[src/rtl/serial_sub_pkg.sv]
// ============================================================================
// Module   : serial_sub_pkg
// Brief    : Shared state encoding and default width for the serial subtractor
// Revision : 1.0 - initial release
// ============================================================================
`default_nettype none

package serial_sub_pkg;

  localparam int C_DEFAULT_WIDTH = 8;

  typedef enum logic [1:0] {
    ST_IDLE  = 2'd0,
    ST_SHIFT = 2'd1,
    ST_DONE  = 2'd2
  } state_t;

endpackage

`default_nettype wire

[src/rtl/serial_sub_if.sv]
// ============================================================================
// Module   : serial_sub_if
// Brief    : Start/result handshake bundle between operand regs and subtractor
// Revision : 1.0 - initial release
// ============================================================================
`default_nettype none

interface serial_sub_if
  import serial_sub_pkg::*;
#(
  parameter int WIDTH = C_DEFAULT_WIDTH
) ();

  logic             start;
  logic [WIDTH-1:0] a;
  logic [WIDTH-1:0] b;
  logic             bin;
  logic             ready;
  logic             busy;
  logic             done;
  logic [WIDTH-1:0] diff;
  logic             bout;

  modport master (
    output start, a, b, bin,
    input  ready, busy, done, diff, bout
  );

  modport slave (
    input  start, a, b, bin,
    output ready, busy, done, diff, bout
  );

endinterface

`default_nettype wire

[src/rtl/serial_sub_full_sub.sv]
// ============================================================================
// Module   : full_sub
// Brief    : 1-bit full subtractor cell: sub = A - B - Bin, Bout = borrow
// Revision : 1.0 - initial release
// ============================================================================
`default_nettype none

module full_sub (
  input  logic A,
  input  logic B,
  input  logic Bin,
  output logic sub,
  output logic Bout
);

  assign sub  = A ^ B ^ Bin;
  // Borrow when B exceeds A, or when A==B and a borrow is already pending.
  assign Bout = (~A & B) | (~(A ^ B) & Bin);

endmodule

`default_nettype wire

[src/rtl/serial_sub.sv]
// ============================================================================
// Module   : serial_sub
// Brief    : Bit-serial WIDTH-bit subtractor sequencing one full_sub cell
// Revision : 1.0 - initial release
// ============================================================================
`default_nettype none

module serial_sub
  import serial_sub_pkg::*;
#(
  parameter int WIDTH = C_DEFAULT_WIDTH
) (
  input  logic           clk,
  input  logic           rst_n,
  serial_sub_if.slave    bus
);

  localparam int                CNT_W  = $clog2(WIDTH + 1);
  localparam logic [CNT_W-1:0]  C_LAST = CNT_W'(WIDTH - 1);

  state_t             r_state;
  logic [CNT_W-1:0]   r_cnt;
  logic [WIDTH-1:0]   r_a_sh;
  logic [WIDTH-1:0]   r_b_sh;
  logic [WIDTH-1:0]   r_res_sh;
  logic               r_brw;
  logic [WIDTH-1:0]   r_diff;
  logic               r_bout;
  logic               r_ready;
  logic               r_busy;
  logic               r_done;

  logic               w_sub;
  logic               w_bout;
  logic [WIDTH-1:0]   w_res_next;

  full_sub u_cell (
    .A    (r_a_sh[0]),
    .B    (r_b_sh[0]),
    .Bin  (r_brw),
    .sub  (w_sub),
    .Bout (w_bout)
  );

  // New bit enters at the MSB so that after WIDTH shifts the LSB lands at bit 0.
  always_comb begin
    w_res_next            = r_res_sh >> 1;
    w_res_next[WIDTH-1]   = w_sub;
  end

  always_ff @(posedge clk or negedge rst_n) begin
    if (!rst_n) begin
      r_state  <= ST_IDLE;
      r_cnt    <= '0;
      r_a_sh   <= '0;
      r_b_sh   <= '0;
      r_res_sh <= '0;
      r_brw    <= 1'b0;
      r_diff   <= '0;
      r_bout   <= 1'b0;
      r_ready  <= 1'b1;
      r_busy   <= 1'b0;
      r_done   <= 1'b0;
    end else begin
      case (r_state)
        ST_IDLE: begin
          if (bus.start) begin
            r_a_sh   <= bus.a;
            r_b_sh   <= bus.b;
            r_brw    <= bus.bin;
            r_res_sh <= '0;
            r_cnt    <= '0;
            r_state  <= ST_SHIFT;
            r_ready  <= 1'b0;
            r_busy   <= 1'b1;
          end
        end
        ST_SHIFT: begin
          r_a_sh   <= r_a_sh >> 1;
          r_b_sh   <= r_b_sh >> 1;
          r_brw    <= w_bout;
          r_res_sh <= w_res_next;
          r_cnt    <= r_cnt + CNT_W'(1);
          if (r_cnt == C_LAST) begin
            r_diff  <= w_res_next;
            r_bout  <= w_bout;
            r_state <= ST_DONE;
            r_busy  <= 1'b0;
            r_done  <= 1'b1;
          end
        end
        ST_DONE: begin
          r_state <= ST_IDLE;
          r_done  <= 1'b0;
          r_ready <= 1'b1;
        end
        default: begin
          r_state <= ST_IDLE;
          r_busy  <= 1'b0;
          r_done  <= 1'b0;
          r_ready <= 1'b1;
        end
      endcase
    end
  end

  assign bus.ready = r_ready;
  assign bus.busy  = r_busy;
  assign bus.done  = r_done;
  assign bus.diff  = r_diff;
  assign bus.bout  = r_bout;

endmodule

`default_nettype wire

[src/flat_wrapper.sv]
// flat-port wrapper written by rule: the top's interface ports become plain ports
module serial_sub_flat import serial_sub_pkg::*;
#(
  parameter int WIDTH = C_DEFAULT_WIDTH
)
  (clk, rst_n, bus_start, bus_a, bus_b, bus_bin, bus_ready, bus_busy, bus_done, bus_diff, bus_bout);
  serial_sub_if #(.WIDTH(WIDTH)) bus_i ();
  input  logic clk;
  input  logic rst_n;
  input wire logic [$bits(bus_i.start)-1:0] bus_start;
  input wire logic [$bits(bus_i.a)-1:0] bus_a;
  input wire logic [$bits(bus_i.b)-1:0] bus_b;
  input wire logic [$bits(bus_i.bin)-1:0] bus_bin;
  output wire logic [$bits(bus_i.ready)-1:0] bus_ready;
  output wire logic [$bits(bus_i.busy)-1:0] bus_busy;
  output wire logic [$bits(bus_i.done)-1:0] bus_done;
  output wire logic [$bits(bus_i.diff)-1:0] bus_diff;
  output wire logic [$bits(bus_i.bout)-1:0] bus_bout;
  assign bus_i.start = bus_start;
  assign bus_i.a = bus_a;
  assign bus_i.b = bus_b;
  assign bus_i.bin = bus_bin;
  assign bus_ready = bus_i.ready;
  assign bus_busy = bus_i.busy;
  assign bus_done = bus_i.done;
  assign bus_diff = bus_i.diff;
  assign bus_bout = bus_i.bout;
  serial_sub #(.WIDTH(WIDTH)) u_core (.clk(clk), .rst_n(rst_n), .bus(bus_i));
endmodule
[config.mk]
export PLATFORM = sky130hd
export DESIGN_NAME = serial_sub_flat
export DESIGN_NICKNAME = d
export VERILOG_FILES = /design/src/rtl/serial_sub_pkg.sv /design/src/rtl/serial_sub_if.sv /design/src/rtl/serial_sub_full_sub.sv /design/src/rtl/serial_sub.sv /design/src/flat_wrapper.sv
export SDC_FILE = /design/constraint.sdc
export NUM_CORES = 1
export LEC_CHECK = 0
export BUFFER_PORTS_ARGS = -buffer_cell sky130_fd_sc_hd__buf_2
export CAP_MARGIN = 30
export CORE_AREA = 3 3 86 68
export CTS_CLUSTER_SIZE = 8
export DETAILED_ROUTE_END_ITERATION = 8
export DIE_AREA = 0 0 89 71
export PLACE_DENSITY = 0.54
export SLEW_MARGIN = 20
export SYNTH_ARGS = -nofsm -noshare
export SYNTH_HDL_FRONTEND = slang
export SYNTH_SLANG_ARGS = --single-unit
[constraint.sdc]
create_clock -name clk -period 3.9 [get_ports clk]
set_input_delay 0.585 -clock clk [delete_from_list [all_inputs] [get_ports clk]]
set_output_delay 0.585 -clock clk [all_outputs]
set_load 0.005 [all_outputs]
# Word level (Yosys, flattened, before mapping)
# Index checks and enable logic that the tools add are counted.
[word_totals]
register_bits = 43
inputBits = 20
out_inout_bits = 12
elab_cells = 55
[classes]
n_addsub = 1
eq_ne = 5
muxes = 20
n_bitwise = 10
n_reduce_logical = 8
[op_table]
columns = ["op", "count"]
rows = [
  ["$pmux W8 S2", 3],
  ["$mux W8", 3],
  ["$reduce_and A2 Y1", 5],
  ["$pmux W4 S2", 1],
  ["$pmux W1 S2", 3],
  ["$mux W1", 5],
  ["$not A1 Y1", 5],
  ["$add A4 B1 Y4 const B", 1],
  ["$eq A4 B3 Y1 const B", 1],
  ["$mux W2", 2],
  ["$mux W4", 1],
  ["$pmux W2 S2", 1],
  ["$pmux W1 S3", 1],
  ["$reduce_and A3 Y1", 1],
  ["$and A1 B1 Y1", 2],
  ["$eq A2 B1 Y1 const B", 1],
  ["$eq A2 B2 Y1 const B", 1],
  ["$logic_not A2 Y1", 1],
  ["$ne A2 B1 Y1 const B", 1],
  ["$ne A2 B2 Y1 const B", 1],
  ["$reduce_bool A2 Y1", 1],
  ["$xor A1 B1 Y1", 2],
  ["$or A1 B1 Y1", 1],
]

# Logic depth before layout (Yosys ltp)
# Gate-level depths: netlist (run 1).
[depth]
word_depth = 5
mapped_depth = 5

# By module
# A second synthesis (run 1) with hierarchy kept.
[unflattened]
cells_unflattened = 151
area_unflattened_um2 = 1924.3
[by_module_without_submodules]
columns = ["module", "n_inst", "cells_each", "area_each_um2", "seq_area_each_um2"]
rows = [
  ["serial_sub", 1, 147, 1893.1, 1052.3],
  ["full_sub", 1, 4, 31.3, 0.0],
]

# Worst setup path before layout (run 1)
# OpenSTA, ideal clock, no wires.
[synth_path]
path_type = "reg2reg"
from = "register u_core.r_cnt[0]"
to = "register u_core.r_diff[0] (netlist: u_core.bus.diff[0])"
setup_time_ns = 0.125
t_arrival_ns = 1.250
required_time_ns = 3.775
slack_ns = 2.525
stages_incl_launch_ff = 5
path_buffers = 0
synth_period_minus_slack_ns = 1.375
path_cell_list = "dfrtp_1 > ha_1 > nand3b_4 > nor2_8 > mux2_2"
[synth_via]
elab_chain_len = 2
[synth_rtl]
columns = ["element", "line", "text"]
rows = [
  ["start, declared", "serial_sub.sv:22", "logic [CNT_W-1:0] r_cnt;"],
  ["start signal, assigned", "serial_sub.sv:83", "r_cnt <= r_cnt + CNT_W'(1);"],
  ["$eq A4 B3 Y1", "serial_sub.sv:84", "if (r_cnt == C_LAST) begin"],
  ["$reduce_and A2 Y1 (no source line)", "-", ""],
  ["end signal, assigned", "serial_sub.sv:85", "r_diff <= w_res_next;"],
  ["end, declared", "serial_sub.sv:27", "logic [WIDTH-1:0] r_diff;"],
]
# No other way between the ends.
# A chain may end at the register's enable or synchronous reset.

# Final worst setup path (run 1)
[layout_path]
from = "register u_core.r_state[0]"
to = "register u_core.r_a_sh[1]"
[layout_via]
elab_chain_len = 3
word_cells_on_any_way = 6
[layout_rtl]
columns = ["element", "line", "text"]
rows = [
  ["start, declared", "serial_sub.sv:21", "state_t r_state;"],
  ["start signal, assigned", "serial_sub.sv:53", "r_state <= ST_IDLE;"],
  ["start signal, assigned", "serial_sub.sv:73", "r_state <= ST_SHIFT;"],
  ["start signal, assigned", "serial_sub.sv:87", "r_state <= ST_DONE;"],
  ["$eq A2 B1 Y1 / $logic_not A2 Y1 (equally long branches)", "serial_sub.sv:65", "case (r_state)"],
  ["$reduce_bool A2 Y1 (no source line) / $ne A2 B2 Y1 (equally long branches)", "-", ""],
  ["$reduce_and A2 Y1 (no source line)", "-", ""],
  ["end signal, assigned", "serial_sub.sv:68", "r_a_sh <= bus.a;"],
  ["end signal, assigned", "serial_sub.sv:79", "r_a_sh <= r_a_sh >> 1;"],
  ["end, declared", "serial_sub.sv:23", "logic [WIDTH-1:0] r_a_sh;"],
]
# Parallel ways exist; a longest one is shown, timed or not.

==> metrics.cfg, run 1 <==
[run_status]
status = finished clean

[power_and_ir_drop]
power_density_mw_per_mm2 = 766
ir_worst_vdd_v = 0.000181
leakage_nw = 1.07
power.total_w = 0.00165

[run]
drv_cap = 0

[detailed_routing]
routed_wl_mm = 3.58
wl_per_cell_um = 14.0
drc_errors = 0
vias_per_cell = 5.00
num_vias = 1281
first_pass_iters = 4
first_iter_violations = 70
ant_nets = 0

[placement]
gp_congestion = 0.757
hpwl_mm = 2.44
portBuffers = 31
dp.cells = 248
place_ws_ns = 1.98

[layout]
drive_above_1_share_pct = 26.8
finalNonFillerCells = 256
area_delta_synth_final_pct = 15.5
nNetsFinal = 216
diodes = 0

[cts]
hold_buffers = 0
cts_resized = 0
clock_sinks = 42
cts_made_buffers = 5
cts-htree-levels = 2
clk_latency_ns = 0.29
clkTransAtPathRegs_ns = 0.07
root_buffer = clkbuf_8
post_cts_buffers = 0
clock_path_buffers = 2
cts_tree = yes

[synthesis]
synth_most_common_cell = dfrtp_1
ys_top_cells_by_area = dfrtp_1 55%, and3b_1 6.1%, mux2_2 4.8%, o21ai_0 4.6%, a21oi_1 4.3%
ys_ff_latch = 42
yosys_warnings = 0
ys_types = 30
yosys.area.top_type_share_pct = 55.0
synth_nets = 187
ys_seq_area_share_pct = 56.4
ys_top_cells_by_count = 41 x dfrtp_1, 20 x nand2_1, 17 x o21ai_0
synth_enable_flop_cells = 0
synthesis.area_mm2 = 0.00187
synth-async-reset-ratio_pct = 100
yosysTopAreaCell = dfrtp_1
synthCells = 165
ys.flop_type = dfrtp_1
syn_area_per_cell_um2 = 11.3

[worst_setup_path]
endpoint_kind = register
worstReg2RegStart = u_core.r_state[0]
critical_path_class = reg2reg
setup.worst_path.end = u_core.r_a_sh[1]
worstPathMaxFanout = 37
crit_path_start = u_core.r_state[0]
regToRegSetupSlack_ns = 2.26
cp.required_ns = 4.10
critical_path.max_stage_delay_ns = 0.63
rr_worst_depth = 4
critPathLaunchType = register
crit_chain = o21bai_2, buf_8, nand2_1, o21ai_0
cpMaxStageDelayCell = dfrtp_2
worstReg2RegEnd = u_core.r_a_sh[1]
crit_arrival_ns = 1.83

[grt]
grt_usage_pct = 12.7
grt_pass1_vias = 1365
antenna_found_initial = 0
grt_overflow = 0
grt_first_pass_wirelength_mm = 6.28
grt_max_degree = 43

[die]
start_util_pct = 36.2
die-height_um = 71
die_area_mm2 = 0.00632
die-width_um = 89
ios = 32
core_mm2 = 0.00515
fp-row-count = 23

[timing]
fin_skew_ns = 0.00391
fmax_ghz = 0.611
fin_crit_ns = 1.64
period_share_pct = 41.9
setup_viol = 0
tightest_slew_ns = 0.630
drv_slew = 0
setup_tns_ns = 0
setup_ws_ns = 2.26
hold_violations = 0
rsz0062_at_grt = false
hold_ws_ns = 0.266
relSlewSlack_pct = 58.0

[hold_path]
hp-class = in2async

## cell families (layout without fill, tap and decap cells)
group	after synthesis	count (layout)	synth area share, %
adders and majority gates	2	2	1.74
and+or+nand+nor	43	43	15.4
AOI/OAI and AO/OA	53	53	17.0
DFF	42	42	56.4
muxes	8	8	4.83
buffers and inverters	17	46	4.63
## through the flow
| stage | utilization (%) | cell area (um^2) |
|---|---|---|
| 2_1_floorplan | - | 1870 |
| 3_3_place_gp | 39.5 | 2030 |
| 3_5_place_dp | 39.8 | 2050 |
| 4_1_cts | 41.3 | 2130 |
| 5_1_grt | 41.8 | 2150 |
| 6_report | 41.8 | 2150 |
## layer usage
metal | up-vias | track usage, % | routed length [um]
met4 | 0 | 5.45 | 74
li1 | 632 | - | -
met2 | 20 | 20.6 | 1700
met3 | 8 | 3.03 | 127
met1 | 621 | 16.1 | 1680
met5 | - | 0 | 0
## report_power, final
group | total, W | internal [W] | switching (W)
Clock | 0.000256 | 0.000123 | 0.000133
Sequential | 0.000805 | 0.000638 | 0.000167
Combinational | 0.000590 | 0.000311 | 0.000278
## worst min-delay path by stage
| stage | startpoint | to | cells after the start |
|---|---|---|---|
| 2_1_floorplan | rst_n | u_core.bus.bout | 0 |
| 3_3_place_gp | u_core.bus.ready | u_core.bus.ready | 2 |
| 3_5_place_dp | u_core.bus.ready | u_core.bus.ready | 2 |
| 4_1_cts | rst_n | u_core.bus.busy | 1 |
| 5_1_grt | rst_n | u_core.bus.diff[5] | 1 |
| 6_report | rst_n | u_core.bus.diff[5] | 1 |
## state kept, by name, summed over array words and instances, names as in the netlist, 2 cells and up
signal           cells
u_core.bus.diff      8
u_core.r_a_sh        8
u_core.r_b_sh        8
u_core.r_res_sh      7
u_core.r_cnt         4
u_core.r_state       2
## critical path: cells and delay by family, from the launching register on
kind / cells / cell delay [ns]
AND/OR/NAND/NOR: 1 / 0.07
flip-flops: 1 / 0.63
buffers and inverters: 1 / 0.23
AO/OA/AOI/OAI: 2 / 0.60
## area by class of cell
cell class | count | area [um^2]
timing repair buffer | 33 | 198
sequential | 42 | 1050
clock buffer | 7 | 76.3
tap | 62 | 77.6
fill | 498 | 3000
multi-input combinational | 106 | 727
inverter | 6 | 22.5
## cell usage in the layout (no fill, tap or decap), types with 2 or more instances in the layout
master    Yosys  routed
nand2b_1      2       2
clkbuf_8      0       5
a21oi_1      16      16
o21ai_0      17      17
nor2b_1       2       2
buf_2         5      31
inv_1         6       6
nand2_1      20      20
clkbuf_1      1       2
a22o_1        8       8
o22ai_1       3       3
o21ai_1       4       4
and3b_1      13      13
dfrtp_1      41      40
mux2_2        8       8
(Power assumes the default switching activity.)
==> run 2, diff against run 1 <==
Settings changed: ABC_AREA set to 1, CORE_AREA 3 3 86 68 to 3 3 85 67, DIE_AREA 0 0 89 71 to 0 0 88 70, PLACE_DENSITY 0.54 to 0.56.
Clock period 3.9 ns to 1.5 ns, I/O delays scaled along.
==> run 2 against run 1 <==
Effect of this change:
- final area increased by 1.1%
- routed wire length increased by 0.87%
- count of clock-buffer cells in the layout decreased by 2
- synthesized cell count increased by 26%
- core utilization increased by 2.9 points
- largest cell class unchanged
==> metrics.cfg, run 2 <==
[run_status]
status = finished clean

[detailed_routing]
ant_nets = 0  ; unchanged
drc_errors = 0  ; unchanged
routed_wl_mm = 3.61  ; +0.87%
first_pass_iters = 4  ; unchanged
vias_per_cell = 4.51  ; -9.8%
wl_per_cell_um = 11.8  ; -15%
num_vias = 1376  ; +7.4%
first_iter_violations = 125  ; +79%

[placement]
hpwl_mm = 2.49  ; +1.7%
portBuffers = 31  ; unchanged
gp_congestion = 0.783  ; +3.4%
dp.cells = 296  ; +19%

[layout]
area_delta_synth_final_pct = 20.2
finalNonFillerCells = 305  ; +19%
diodes = 0  ; unchanged
layout_commonest_cell = nand2_1
drive_above_1_share_pct = 21.6  ; -5.2 points
nNetsFinal = 266  ; +23%
layout_common_cells = 93 x nand2_1, 41 x dfrtp_1, 33 x nand3_1

[run]
drv_cap = 0  ; unchanged

[cts]
post_cts_buffers = 0  ; unchanged
clkTransAtPathRegs_ns = 0.08  ; about the same
clock_sinks = 42  ; unchanged
cts_made_buffers = 5  ; unchanged
cts_tree = yes
clock_path_buffers = 2  ; unchanged
root_buffer = clkbuf_8
clk_latency_ns = 0.29  ; about the same
cts-htree-levels = 2  ; unchanged

[timing]
rsz0062_at_grt = false
relSlewSlack_pct = 76.6  ; +19 points
hold_violations = 0  ; unchanged
setup_tns_ns = 0  ; unchanged
fmax_ghz = 0.784  ; +28%
drv_slew = 0  ; unchanged
tightest_slew_ns = 0.351  ; -0.279 ns
fin_crit_ns = 1.28  ; -0.361 ns
setup_viol = 0  ; unchanged
fin_skew_ns = 0.00361  ; -0.000297 ns
period_share_pct = 85.0  ; +43 points

[worst_setup_path]
cp_top_family = simple AND/OR/NAND/NOR gates
endpoint_kind = register
critical_path_class = reg2reg
cp.required_ns = 1.68  ; -2.42 ns
cpMostUsedCell = nand2_1
worstPathMaxFanout = 10  ; -73%
worstPathBufferInverterCount = 0  ; -1
regToRegSetupSlack_ns = 0.22  ; -2.04 ns
cpMaxStageDelayCell = dfrtp_1
worstReg2RegEnd = u_core.bus.diff[7]
rr_worst_depth = 6  ; +2
critical_path.max_stage_delay_ns = 0.41  ; -0.22 ns
crit_chain = ha_1, nand2_1, nor2_1, nand2_2, nand2_1, nand2_1
cp.depth = 6  ; +2
crit_arrival_ns = 1.46  ; -0.37 ns
critPathLaunchType = register
worstReg2RegStart = u_core.r_cnt[0]

[grt]
grt_max_degree = 43  ; unchanged
grt_overflow = 0  ; unchanged
antenna_found_initial = 0  ; unchanged
grt_first_pass_wirelength_mm = 6.49  ; +3.3%
grt_usage_pct = 13.4  ; +0.73 points
grt_pass1_vias = 1397  ; +2.3%

[die]
die-height_um = 70  ; -1.4%
ios = 32  ; unchanged
die-width_um = 88  ; -1.1%
start_util_pct = 37.2  ; +1.0 points
core_mm2 = 0.00487  ; -5.4%
die_area_mm2 = 0.00616  ; -2.5%
fp-row-count = 22  ; -4.3%

[synthesis]
ys.flop_type = dfrtp_1
synth_nets = 230  ; +23%
yosysTopAreaCell = dfrtp_1
synth-async-reset-ratio_pct = 100  ; unchanged
syn_area_per_cell_um2 = 8.72  ; -23%
yosys.area.top_type_share_pct = 56.6  ; +1.6 points
yosys_warnings = 0  ; unchanged
ys_top_cells_by_count = 93 x nand2_1, 41 x dfrtp_1, 33 x nand3_1
ys_top_cells_by_area = dfrtp_1 57%, nand2_1 19%, nand3_1 9.1%, inv_1 1.9%, dfstp_2 1.4%
ys_seq_area_share_pct = 58.0  ; +1.6 points
ys_ff_latch = 42  ; unchanged
ys_types = 20  ; -33%
synth_most_common_cell = nand2_1
synth_enable_flop_cells = 0  ; unchanged
synthesis.area_mm2 = 0.00181  ; -2.8%
synthCells = 208  ; +26%

[hold_path]
min_path_cells = 3
hold_end = u_core.r_b_sh[7]
min_from = bus_b[7]
hp-class = in2reg

[power_and_ir_drop]
power_density_mw_per_mm2 = 1950  ; +150%
leakage_nw = 1.14  ; +7.3%
ir_worst_vdd_v = 0.000576  ; +220%

-- run 2: cell count changes after synthesis, sizes merged, moves of 3 or more --
cell and change:
o21ai -11, and3b -13, nor2 +3, a22o -8, inv +6, mux2 -8
nand2 +75, nand2b -3, nand3 +32, o22ai -3, a21oi -16
-- run 2: logic make-up (layout without fill, tap and decap cells) --
logic type	after synthesis	after routing	share of synthesized area, %
and+or+nand+nor	133	133	31.3
AOI/OAI and AO/OA	11	11	3.80
adders and majority gates	2	2	1.79
buffers and inverters	20	57	5.04
DFF	42	42	58.0
-- run 2: layout make-up --
type,count,area [um^2]
Multi-Input combinational cell,146,669
Fill cell,492,2690
Timing Repair Buffer,37,228
Clock inverter,3,40.0
Tap cell,60,75.1
Sequential cell,42,1050
Inverter,12,45.0
Clock buffer,5,68.8
-- run 2: worst reg2reg max path: cells and delay by family (launching register included) --
| kind | cells | cell delay, ns |
|---|---|---|
| simple gates | 5 | 0.56 |
| flops | 1 | 0.41 |
| fa+ha+maj | 1 | 0.21 |
-- run 2: metrics by stage --
| step | cell area [um^2] | util (%) | hold WS, ns | total power, W | setup slack (ns) |
|---|---|---|---|---|---|
| after floorplan | 1810 | - | -0.0706 | 0.00292 | 0.392 |
| after global placement | 2060 | 42.3 | 0.217 | 0.00341 | 0.222 |
| after detailed placement | 2060 | 42.3 | 0.217 | 0.00342 | 0.216 |
| after CTS | 2180 | 44.7 | 0.160 | 0.00432 | 0.198 |
| after global routing | 2180 | 44.7 | 0.173 | 0.00466 | 0.0467 |
| final | 2180 | 44.7 | 0.169 | 0.00425 | 0.225 |
-- run 2: report_power, final --
| group | switching, W | internal [W] |
|---|---|---|
| clock | 0.000383 | 0.000490 |
| sequential | 0.000308 | 0.00161 |
| combinational | 0.000839 | 0.000613 |
-- run 2: timing repair --
action,in CTS,in global routing
hold buffers,1,0
setup endpoints to repair,0,0
endpoints found under the hold margin,41,0
resized for setup,0,0
-- run 2: worst max-delay path by stage --
stage / startpoint / to / slack [ns]
after floorplan: u_core.r_cnt[0] / u_core.bus.diff[7] / 0.39
after global placement: u_core.r_cnt[0] / u_core.bus.diff[4] / 0.22
after detailed placement: u_core.r_cnt[0] / u_core.bus.diff[7] / 0.22
after CTS: u_core.r_cnt[0] / u_core.bus.diff[7] / 0.20
after global routing: u_core.r_cnt[0] / u_core.bus.bout / 0.05
final: u_core.r_cnt[0] / u_core.bus.diff[7] / 0.22
-- run 2: metal layers --
layer / wire length (um) / track usage (%) / up-vias
met5: 0 / 0 / -
met4: 0 / 4.60 / 0
met3: 122 / 4.13 / 0
met2: 1600 / 18.6 / 17
met1: 1890 / 19.6 / 631
li1: - / - / 728
